$ cat src/rtl/r3_vec_addsub_if.sv
// Beat-stream bundle for r3_vec_addsub: input beat, per-beat op and scalar, result beat and status.
// master drives the input side and o_ready; slave is the vector unit.
interface r3_vec_addsub_if #(
  parameter int P  = 16,
  parameter int CW = 6
);
  logic           i_clear;
  logic           i_valid;
  logic           i_ready;
  logic [1:0]     i_op;
  logic [1:0]     i_scale;
  logic [2*P-1:0] i_f;
  logic [2*P-1:0] i_g;
  logic           o_valid;
  logic           o_ready;
  logic [2*P-1:0] o_c;
  logic           o_last;
  logic [CW-1:0]  o_beat;
  logic           o_err;

  modport master (
    output i_clear, i_valid, i_op, i_scale, i_f, i_g, o_ready,
    input  i_ready, o_valid, o_c, o_last, o_beat, o_err
  );

  modport slave (
    input  i_clear, i_valid, i_op, i_scale, i_f, i_g, o_ready,
    output i_ready, o_valid, o_c, o_last, o_beat, o_err
  );
endinterface

$ cat src/rtl/r3_vec_addsub.sv
// P-lane Z/3 streaming c = f + s*g with beat tracking and last-beat padding; illegal-code check under R3_ILLEGAL_CHK_EN.
// Latency: one register stage, full throughput of one beat per cycle.
// Backpressure: i_ready = !o_valid | o_ready, so a stalled result holds and blocks new beats.
module r3_vec_addsub #(
  parameter int P   = 16,
  parameter int LEN = 761
) (
  input  logic             clk,
  input  logic             rst_n,
  r3_vec_addsub_if.slave   bus
);
  localparam int BEATS  = (LEN + P - 1) / P;
  localparam int CW     = (BEATS > 1) ? $clog2(BEATS) : 1;
  localparam int PAD_LO = LEN - (BEATS - 1) * P;
  localparam logic [CW-1:0] LAST_BEAT = CW'(BEATS - 1);

  localparam logic [1:0] OP_ADD   = 2'b00;
  localparam logic [1:0] OP_SUB   = 2'b01;
  localparam logic [1:0] OP_SCALE = 2'b10;

  // Negation in this encoding swaps 01 and 11 and leaves 00 alone.
  function automatic logic [1:0] t_neg(input logic [1:0] x);
    return {x[0] & ~x[1], x[0]};
  endfunction

  function automatic logic [1:0] t_mul(input logic [1:0] s, input logic [1:0] x);
    case (s)
      2'b01:   return x;
      2'b11:   return t_neg(x);
      default: return 2'b00;
    endcase
  endfunction

  function automatic logic [1:0] t_add(input logic [1:0] a, input logic [1:0] b);
    logic [2:0] sum;
    sum = {a[1], a} + {b[1], b};
    case (sum)
      3'b001, 3'b110: return 2'b01;  // +1 and -2
      3'b111, 3'b010: return 2'b11;  // -1 and +2
      default:        return 2'b00;
    endcase
  endfunction

  logic           o_valid_q;
  logic [2*P-1:0] o_c_q;
  logic           o_last_q;
  logic [CW-1:0]  o_beat_q;
  logic [CW-1:0]  cnt;
  logic [1:0]     s;
  logic [2*P-1:0] res;
  logic           lane_bad;
  logic [1:0]     lane_f;
  logic [1:0]     lane_g;
  logic [1:0]     lane_r;
  logic           lane_pad;
  logic           i_ready_w;
  logic           accept;

  assign i_ready_w = !o_valid_q || bus.o_ready;
  assign accept    = bus.i_valid && i_ready_w && !bus.i_clear;

  always_comb begin
    case (bus.i_op)
      OP_ADD:   s = 2'b01;
      OP_SUB:   s = 2'b11;
      OP_SCALE: s = bus.i_scale;
      default:  s = 2'b00;
    endcase
  end

  always_comb begin
    res      = '0;
    lane_bad = 1'b0;
    lane_f   = 2'b00;
    lane_g   = 2'b00;
    lane_r   = 2'b00;
    lane_pad = 1'b0;
    for (int k = 0; k < P; k++) begin
      lane_f   = bus.i_f[2*k +: 2];
      lane_g   = bus.i_g[2*k +: 2];
      lane_pad = (cnt == LAST_BEAT) && (k >= PAD_LO);
      lane_r   = t_add(lane_f, t_mul(s, lane_g));
`ifdef R3_ILLEGAL_CHK_EN
      if (!lane_pad && ((lane_f == 2'b10) || (lane_g == 2'b10) ||
                        ((bus.i_op == OP_SCALE) && (bus.i_scale == 2'b10)))) begin
        lane_r   = 2'b00;
        lane_bad = 1'b1;
      end
`endif
      if (lane_pad) lane_r = 2'b00;
      res[2*k +: 2] = lane_r;
    end
  end

  // Output stage loads only on accept, so idle X inputs never reach state.
  always_ff @(posedge clk or negedge rst_n) begin
    if (!rst_n) begin
      o_valid_q <= 1'b0;
      o_c_q     <= '0;
      o_last_q  <= 1'b0;
      o_beat_q  <= '0;
      cnt       <= '0;
    end else if (bus.i_clear) begin
      o_valid_q <= 1'b0;
      cnt       <= '0;
    end else if (accept) begin
      o_valid_q <= 1'b1;
      o_c_q     <= res;
      o_last_q  <= (cnt == LAST_BEAT);
      o_beat_q  <= cnt;
      cnt       <= (cnt == LAST_BEAT) ? '0 : cnt + 1'b1;
    end else if (bus.o_ready) begin
      o_valid_q <= 1'b0;
    end
  end

`ifdef R3_ILLEGAL_CHK_EN
  logic err_q;
  always_ff @(posedge clk or negedge rst_n) begin
    if (!rst_n)                    err_q <= 1'b0;
    else if (accept && lane_bad)   err_q <= 1'b1;
  end
  assign bus.o_err = err_q;
`else
  assign bus.o_err = 1'b0;
  logic unused_bad;
  assign unused_bad = lane_bad;
`endif

  assign bus.i_ready = i_ready_w;
  assign bus.o_valid = o_valid_q;
  assign bus.o_c     = o_c_q;
  assign bus.o_last  = o_last_q;
  assign bus.o_beat  = o_beat_q;
endmodule
$ cat src/flat_wrapper.sv
// flat-port wrapper written by rule: the top's interface ports become plain ports
module r3_vec_addsub_flat 
#(
  parameter int P   = 16,
  parameter int LEN = 761
)
  (clk, rst_n, bus_i_clear, bus_i_valid, bus_i_op, bus_i_scale, bus_i_f, bus_i_g, bus_o_ready, bus_i_ready, bus_o_valid, bus_o_c, bus_o_last, bus_o_beat, bus_o_err);
  r3_vec_addsub_if #(.P(P)) bus_i ();
  input  logic clk;
  input  logic rst_n;
  input wire logic [$bits(bus_i.i_clear)-1:0] bus_i_clear;
  input wire logic [$bits(bus_i.i_valid)-1:0] bus_i_valid;
  input wire logic [$bits(bus_i.i_op)-1:0] bus_i_op;
  input wire logic [$bits(bus_i.i_scale)-1:0] bus_i_scale;
  input wire logic [$bits(bus_i.i_f)-1:0] bus_i_f;
  input wire logic [$bits(bus_i.i_g)-1:0] bus_i_g;
  input wire logic [$bits(bus_i.o_ready)-1:0] bus_o_ready;
  output wire logic [$bits(bus_i.i_ready)-1:0] bus_i_ready;
  output wire logic [$bits(bus_i.o_valid)-1:0] bus_o_valid;
  output wire logic [$bits(bus_i.o_c)-1:0] bus_o_c;
  output wire logic [$bits(bus_i.o_last)-1:0] bus_o_last;
  output wire logic [$bits(bus_i.o_beat)-1:0] bus_o_beat;
  output wire logic [$bits(bus_i.o_err)-1:0] bus_o_err;
  assign bus_i.i_clear = bus_i_clear;
  assign bus_i.i_valid = bus_i_valid;
  assign bus_i.i_op = bus_i_op;
  assign bus_i.i_scale = bus_i_scale;
  assign bus_i.i_f = bus_i_f;
  assign bus_i.i_g = bus_i_g;
  assign bus_i.o_ready = bus_o_ready;
  assign bus_i_ready = bus_i.i_ready;
  assign bus_o_valid = bus_i.o_valid;
  assign bus_o_c = bus_i.o_c;
  assign bus_o_last = bus_i.o_last;
  assign bus_o_beat = bus_i.o_beat;
  assign bus_o_err = bus_i.o_err;
  r3_vec_addsub #(.P(P), .LEN(LEN)) u_core (.clk(clk), .rst_n(rst_n), .bus(bus_i));
endmodule
$ cat config.mk
export PLATFORM = sky130hd
export DESIGN_NAME = r3_vec_addsub_flat
export DESIGN_NICKNAME = d
export VERILOG_FILES = /design/src/rtl/r3_vec_addsub_if.sv /design/src/rtl/r3_vec_addsub.sv /design/src/flat_wrapper.sv
export SDC_FILE = /design/constraint.sdc
export NUM_CORES = 1
export LEC_CHECK = 0
export CAP_MARGIN = 10
export CORE_ASPECT_RATIO = 0.7
export CORE_MARGIN = 2
export CORE_UTILIZATION = 40
export DETAILED_ROUTE_END_ITERATION = 12
export GPL_ROUTABILITY_DRIVEN = 0
export HOLD_SLACK_MARGIN = 0.02
export MAX_ROUTING_LAYER = met4
export PLACE_DENSITY = 0.7
export SLEW_MARGIN = 25
export SYNTH_ARGS = -nofsm -noshare
export SYNTH_HDL_FRONTEND = slang
export SYNTH_SLANG_ARGS = --single-unit
$ cat constraint.sdc
create_clock -name clk -period 2.75 [get_ports clk]
set_input_delay 0.4125 -clock clk [delete_from_list [all_inputs] [get_ports clk]]
set_output_delay 0.4125 -clock clk [all_outputs]
set_load 0.02 [all_outputs]
==> qor.txt, run 1 <==
Async set-reset flop share out of synthesis: 1.00
First-pass GRT wire length: 14.4 mm
Max Cap Violations: 0
Post-synth top cells: 64 x nand2_1, 46 x dfrtp_1, 33 x xor2_1
CTS Buf Count: 5
Crit path time final: 2.46 ns
RSZ-0062 raised after global routing: false
Final Hold Fails: 0
Final setup viols: 0
Synth unique cells: 34
Syn Inst Count: 381
CTS resizes: 0
Port Buf Inserts: 113
Post-synthesis sequential area ratio: 0.311
Worst EP required: 2.94 ns
Setup crit end kind: register
Multi-input gate area: 2390 um2
Bufs on Longest Clock Path: 2
P&R area growth vs syn: 38.4%
Routed WL: 8.66 mm
Post-DP Area: 4980 um2
Synth Area per Inst: 9.70 um2
Critical-path cell list: clkdlybuf4s50_1 -> inv_1 -> o21ai_4 -> buf_4 -> mux2i_1 -> nor2_1 -> fa_1 -> xor2_1 -> o31ai_1
Register bit total from synthesis: 46
Initial antenna violation count: 0
Vias in the first global route: 2,986
Largest delay share family, worst path: buffers and inverters
Cell accounting for the most synthesized area: dfrtp_1
Die Footprint: 10,000 um2
Xor and xnor fraction of the mapped netlist area: 0.0782
Row count: 29
Adder-Cell Fraction of Synth Area: 0.231
Initial Util: 0.409
DR vias: 2,886
Io pins: 115
Max-slew violations: 0
Internal power: 1650 uW
Post-Syn Nets: 503
CTS HTree Levels: 2
Skew final: 0.00690 ns
ANT nets after route: 0
Clock-pin slew on the worst setup and hold paths: 0.06 ns
Register area: 1150 um2
Maximum fanout along the worst path: 10
Clock share of power: 0.233
Post-layout util: 0.566
Flop pwr share: 0.350
Clock latency on the worst-skew pair: 0.29 ns
Compound-gate portion of the synthesized area: 0.0657
Clock Sinks: 46
Die Ht: 84.4 um
Vias per inst: 4.69
Synthesized area: 3700 um2
Post-synthesis simple-gate area fraction: 0.207
Hpwl dp: 6.95 mm
WHS: 0.0460 ns
Leakage: 0.00228 uW
Post-synthesis mux area share: 0.0616
Worst slack, placed: -0.00369 ns
Layout filler cell count: 779
Largest family of logic cells by synthesized area: adder cells
GRT overflow: 0
PwrDens: 486 nW/um2
Nets: 614
Hold_buf cts: 0
Max stage delay on crit path: 0.51 ns
Slack of the critical path: 0.294 ns
Slowest cell on the critical path: fa_1
Overall Global Routing Usage: 0.185
Fmax: 407 MHz
Initial drt markers: 104
Ant diodes: 0
Die width: 119 um
EDFF count, synth: 0
Setup Buffers After CTS: 0
Tightest Pin Transition: 0.618 ns
Outcome: complete, no violations
CP Class: input port to register
First-pass iteration count of the detailed router: 6
Combinational power share: 0.416
Switch Pwr: 841 uW
Area share of the largest cell type after synthesis: 0.311
Worst Path Buf+Inv: 3
Main synth FF type: dfrtp_1
Layout cells sized above 1: 0.0650
VDD IR-drop max: 208 uV
Rel. slew slack: 0.586
DR WL/cell: 14.1 um
Sw Share: 0.338
Design area: 5120 um2
Worst hold path class: input port to async pin
Most common cell in the synthesized netlist: nand2_1
Yosys warning count: 0
Largest net degree at the start of global routing: 45
Area of the core: 9030 um2
CTS tree: yes
Crit path DAT: 2.65 ns
Period utilization: 0.893
Drt drc: 0
Synth top area cells: dfrtp_1 31%, fa_1 17%, xor2_1 7.8%
Setup TNS Final: 0 ns
CP Launch Type: input port
Root buffer cell: clkbuf_16
==> flip-flops by register name, indices dropped and copies added (netlist names) <==
register,flops
u_core.cnt,6
u_core.bus.o_beat,6
u_core.bus.o_last,1
u_core.bus.o_c,32
u_core.bus.o_valid,1
==> cell families (layout without fill, tap and decap cells) <==
family / after synthesis / in the layout
AOI/OAI and AO/OA: 41 / 41
xor gates and xnor gates: 33 / 33
adders and majority gates: 49 / 49
buffers and inverters: 36 / 147
DFF: 46 / 46
muxes: 22 / 22
other: 1 / 1
and+or+nand+nor: 153 / 153
==> routing by layer <==
layer | track usage | up-vias | share of wire
met4 | 0.0346 | 0 | 0.0080
met3 | 0.0374 | 7 | 0.055
met1 | 0.246 | 1363 | 0.48
li1 | - | 1422 | -
met5 | - | - | 0
met2 | 0.298 | 94 | 0.46
==> power groups by stage <==
stage | sequential, uW | clock (uW) | combinational [uW]
4_1_cts | 874 | 591 | 1050
6_report | 871 | 581 | 1040
5_1_grt | 887 | 627 | 1130
3_3_place_gp | 880 | 0 | 1020
2_1_floorplan | 1020 | 0 | 416
3_5_place_dp | 884 | 0 | 1040
==> cell type report <==
type,instances,area share
multi-input cells,299,0.467
repair buffers,122,0.238
flip-flops and latches,46,0.225
well taps,124,0.0303
clock buffers,7,0.0259
inverters,18,0.0132
==> layout by cell type, fill, tap and decap left out, types with 17 or more instances in the layout <==
master           Yosys  routed
inv_1               18      18
nor2b_1             32      32
fa_1                32      32
clkdlybuf4s50_1      0     112
nand2_1             64      64
nor2_1              17      17
dfrtp_1             46      46
xor2_1              33      33
ha_1                17      17
o21ai_0             26      26
==> path summary, 6_finish.rpt <==
kind / start / end / slack (ns) / cells past startpoint
setup / recovery: bus_i_op[0] / u_core.bus.o_c[30] / 0.29 / 9
hold / removal: rst_n / u_core.bus.o_c[16] / 0.05 / 1
setup reg to reg: u_core.cnt[0] / u_core.cnt[1] / 0.99 / 4
hold reg to reg: u_core.bus.o_c[18] / u_core.bus.o_c[18] / 0.47 / 2
max in group asynchronous: rst_n / u_core.bus.o_c[23] / 2.09 / 2
min in group clk: u_core.bus.o_c[18] / u_core.bus.o_c[18] / 0.47 / 2
==> per-stage QoR <==
step           std cells  total power, uW
6_report             616             2490
5_1_grt              616             2650
4_1_cts              616             2510
3_5_place_dp         609             1930
3_3_place_gp         609             1900
2_1_floorplan        381             1440
Note: power is estimated with default switching activity, not from simulation.
==> run 2: changes to the inputs <==
CTS_CLUSTER_DIAMETER = 80   (was default)
DONT_BUFFER_PORTS = 1   (was default)
PLACE_DENSITY = default   (was 0.7)
==> run 2 against run 1 <==
Combinational power shrank 52%. Final area shrank 22%. Largest power group is now sequential cells. Critical path type unchanged. Clock skew shrank 0.0039 ns. First-iteration DRC count grew 7.7%. Largest cell class unchanged.
==> qor.txt, run 2 (synthesis results as in run 1) <==
Max FFs per register: 32
Fmax: 431 MHz
Vias per inst: 4.89
CTS resizes: 0
Hpwl dp: 5.91 mm
Max Cap Violations: 0
Leakage: 0.00183 uW
Critical-path cell list: inv_1 -> o21ai_4 -> mux2i_1 -> or2_2 -> fa_1 -> xor2_1 -> nand3_1 -> o21ai_0
Most frequent cells in the layout: 64 x nand2_1, 46 x dfrtp_1, 33 x xor2_1
ANT nets after route: 0
Largest delay share family, worst path: compound AO/OA/AOI/OAI gates
Register area: 1150 um2
Critical register-to-register path startpoint: u_core.bus.o_valid
Die width: 119 um
Initial drt markers: 112
Skew final: 0.00302 ns
Root buffer cell: clkbuf_16
Hold path start: bus_i_clear
Largest net degree at the start of global routing: 50
CTS HTree Levels: 2
Slowest cell on the critical path: o21ai_4
Max-slew violations: 0
RSZ-0062 raised after global routing: false
Worst Path Buf+Inv: 1
GRT overflow: 0
Setup Buffers After CTS: 0
DR WL/cell: 15.4 um
Initial antenna violation count: 0
First-pass GRT wire length: 12.8 mm
Critical Path Start: bus_i_op[0]
CP Class: input port to register
Layout cells sized above 1: 0.0720
Bufs on Longest Clock Path: 2
Period utilization: 0.844
Vias in the first global route: 2,466
Clock Sinks: 46
Initial Util: 0.409
Overall Global Routing Usage: 0.168
VDD IR-drop max: 258 uV
Routed WL: 7.67 mm
CTS Buf Count: 5
Row count: 29
Crit path DAT: 2.52 ns
Worst EP required: 2.95 ns
Clock-pin slew on the worst setup and hold paths: 0.06 ns
Drt drc: 0
Port Buf Inserts: 0
Final setup viols: 0
Io pins: 115
Worst hold path class: input port to register
Die Footprint: 10,000 um2
Clock latency on the worst-skew pair: 0.29 ns
Nets: 497
Die Ht: 84.4 um
Maximum fanout along the worst path: 16
CP Launch Type: input port
First-pass iteration count of the detailed router: 4
Hold_buf cts: 2
Setup TNS Final: 0 ns
Setup crit end kind: register
DR vias: 2,438
Tightest Pin Transition: 0.826 ns
Post-layout util: 0.440
Final Hold Fails: 0
Ant diodes: 0
PwrDens: 536 nW/um2
Crit path time final: 2.32 ns
Multi-input gate area: 2390 um2
CTS tree: yes
Area of the core: 9030 um2
Most common cell after layout, fill and taps aside: nand2_1
Outcome: complete, no violations
P&R area growth vs syn: 7.51%
Max stage delay on crit path: 0.68 ns
Rel. slew slack: 0.447
Layout filler cell count: 860
-- run 2: cell count changes in the layout (fill, tap and decap cells not counted), sizes merged --
cell | before | now
clkinvlp | 0 | 1
clkbuf | 7 | 6
dlygate4sd3 | 0 | 1
buf | 10 | 4
clkdlybuf4s50 | 112 | 0
-- run 2: metal layers --
layer,GRT usage,part of all wire,routed length [um]
met4,0.0455,0.011,85
met5,-,0,0
met3,0.0611,0.10,799
met2,0.257,0.45,3470
met1,0.210,0.43,3310
-- run 2: per-stage QoR --
step	area (um2)	hold WS [ns]	worst slack, ns	total power, uW	instances
4_1_cts	3980	0.161	0.395	2180	499
5_1_grt	3980	0.164	0.232	2280	499
3_3_place_gp	3800	0.118	0.166	1530	490
3_5_place_dp	3800	0.118	0.114	1550	490
2_1_floorplan	3700	0.117	0.598	1440	381
6_report	3980	0.174	0.430	2130	499
-- run 2: worst paths after layout --
check	endpoint	slack, ns	cells past startpoint
worst max-delay path	u_core.bus.o_c[25]	0.43	8
worst min-delay path	u_core.cnt[0]	0.17	1
worst max register to register	u_core.bus.o_c[26]	0.82	5
worst min register to register	u_core.cnt[1]	0.58	2
max in group asynchronous	u_core.bus.o_c[10]	1.91	2
min in group asynchronous	u_core.bus.o_c[1]	0.63	2
-- run 2: report_power, final --
part	switching, uW	internal [uW]	leakage (uW)
Combinational	274	227	0.00116
Sequential	247	797	0.000600
Clock	255	332	0.0000629
Total	776	1360	0.00183
-- run 2: area by class of cell --
| class | instances | share of cell area |
|---|---|---|
| Clock inverter | 1 | 0.00189 |
| Inverter | 18 | 0.0170 |
| Timing Repair Buffer | 5 | 0.0183 |
| Tap cell | 124 | 0.0390 |
| Clock buffer | 6 | 0.0324 |
| Sequential cell | 46 | 0.290 |
| Multi-Input combinational cell | 299 | 0.602 |
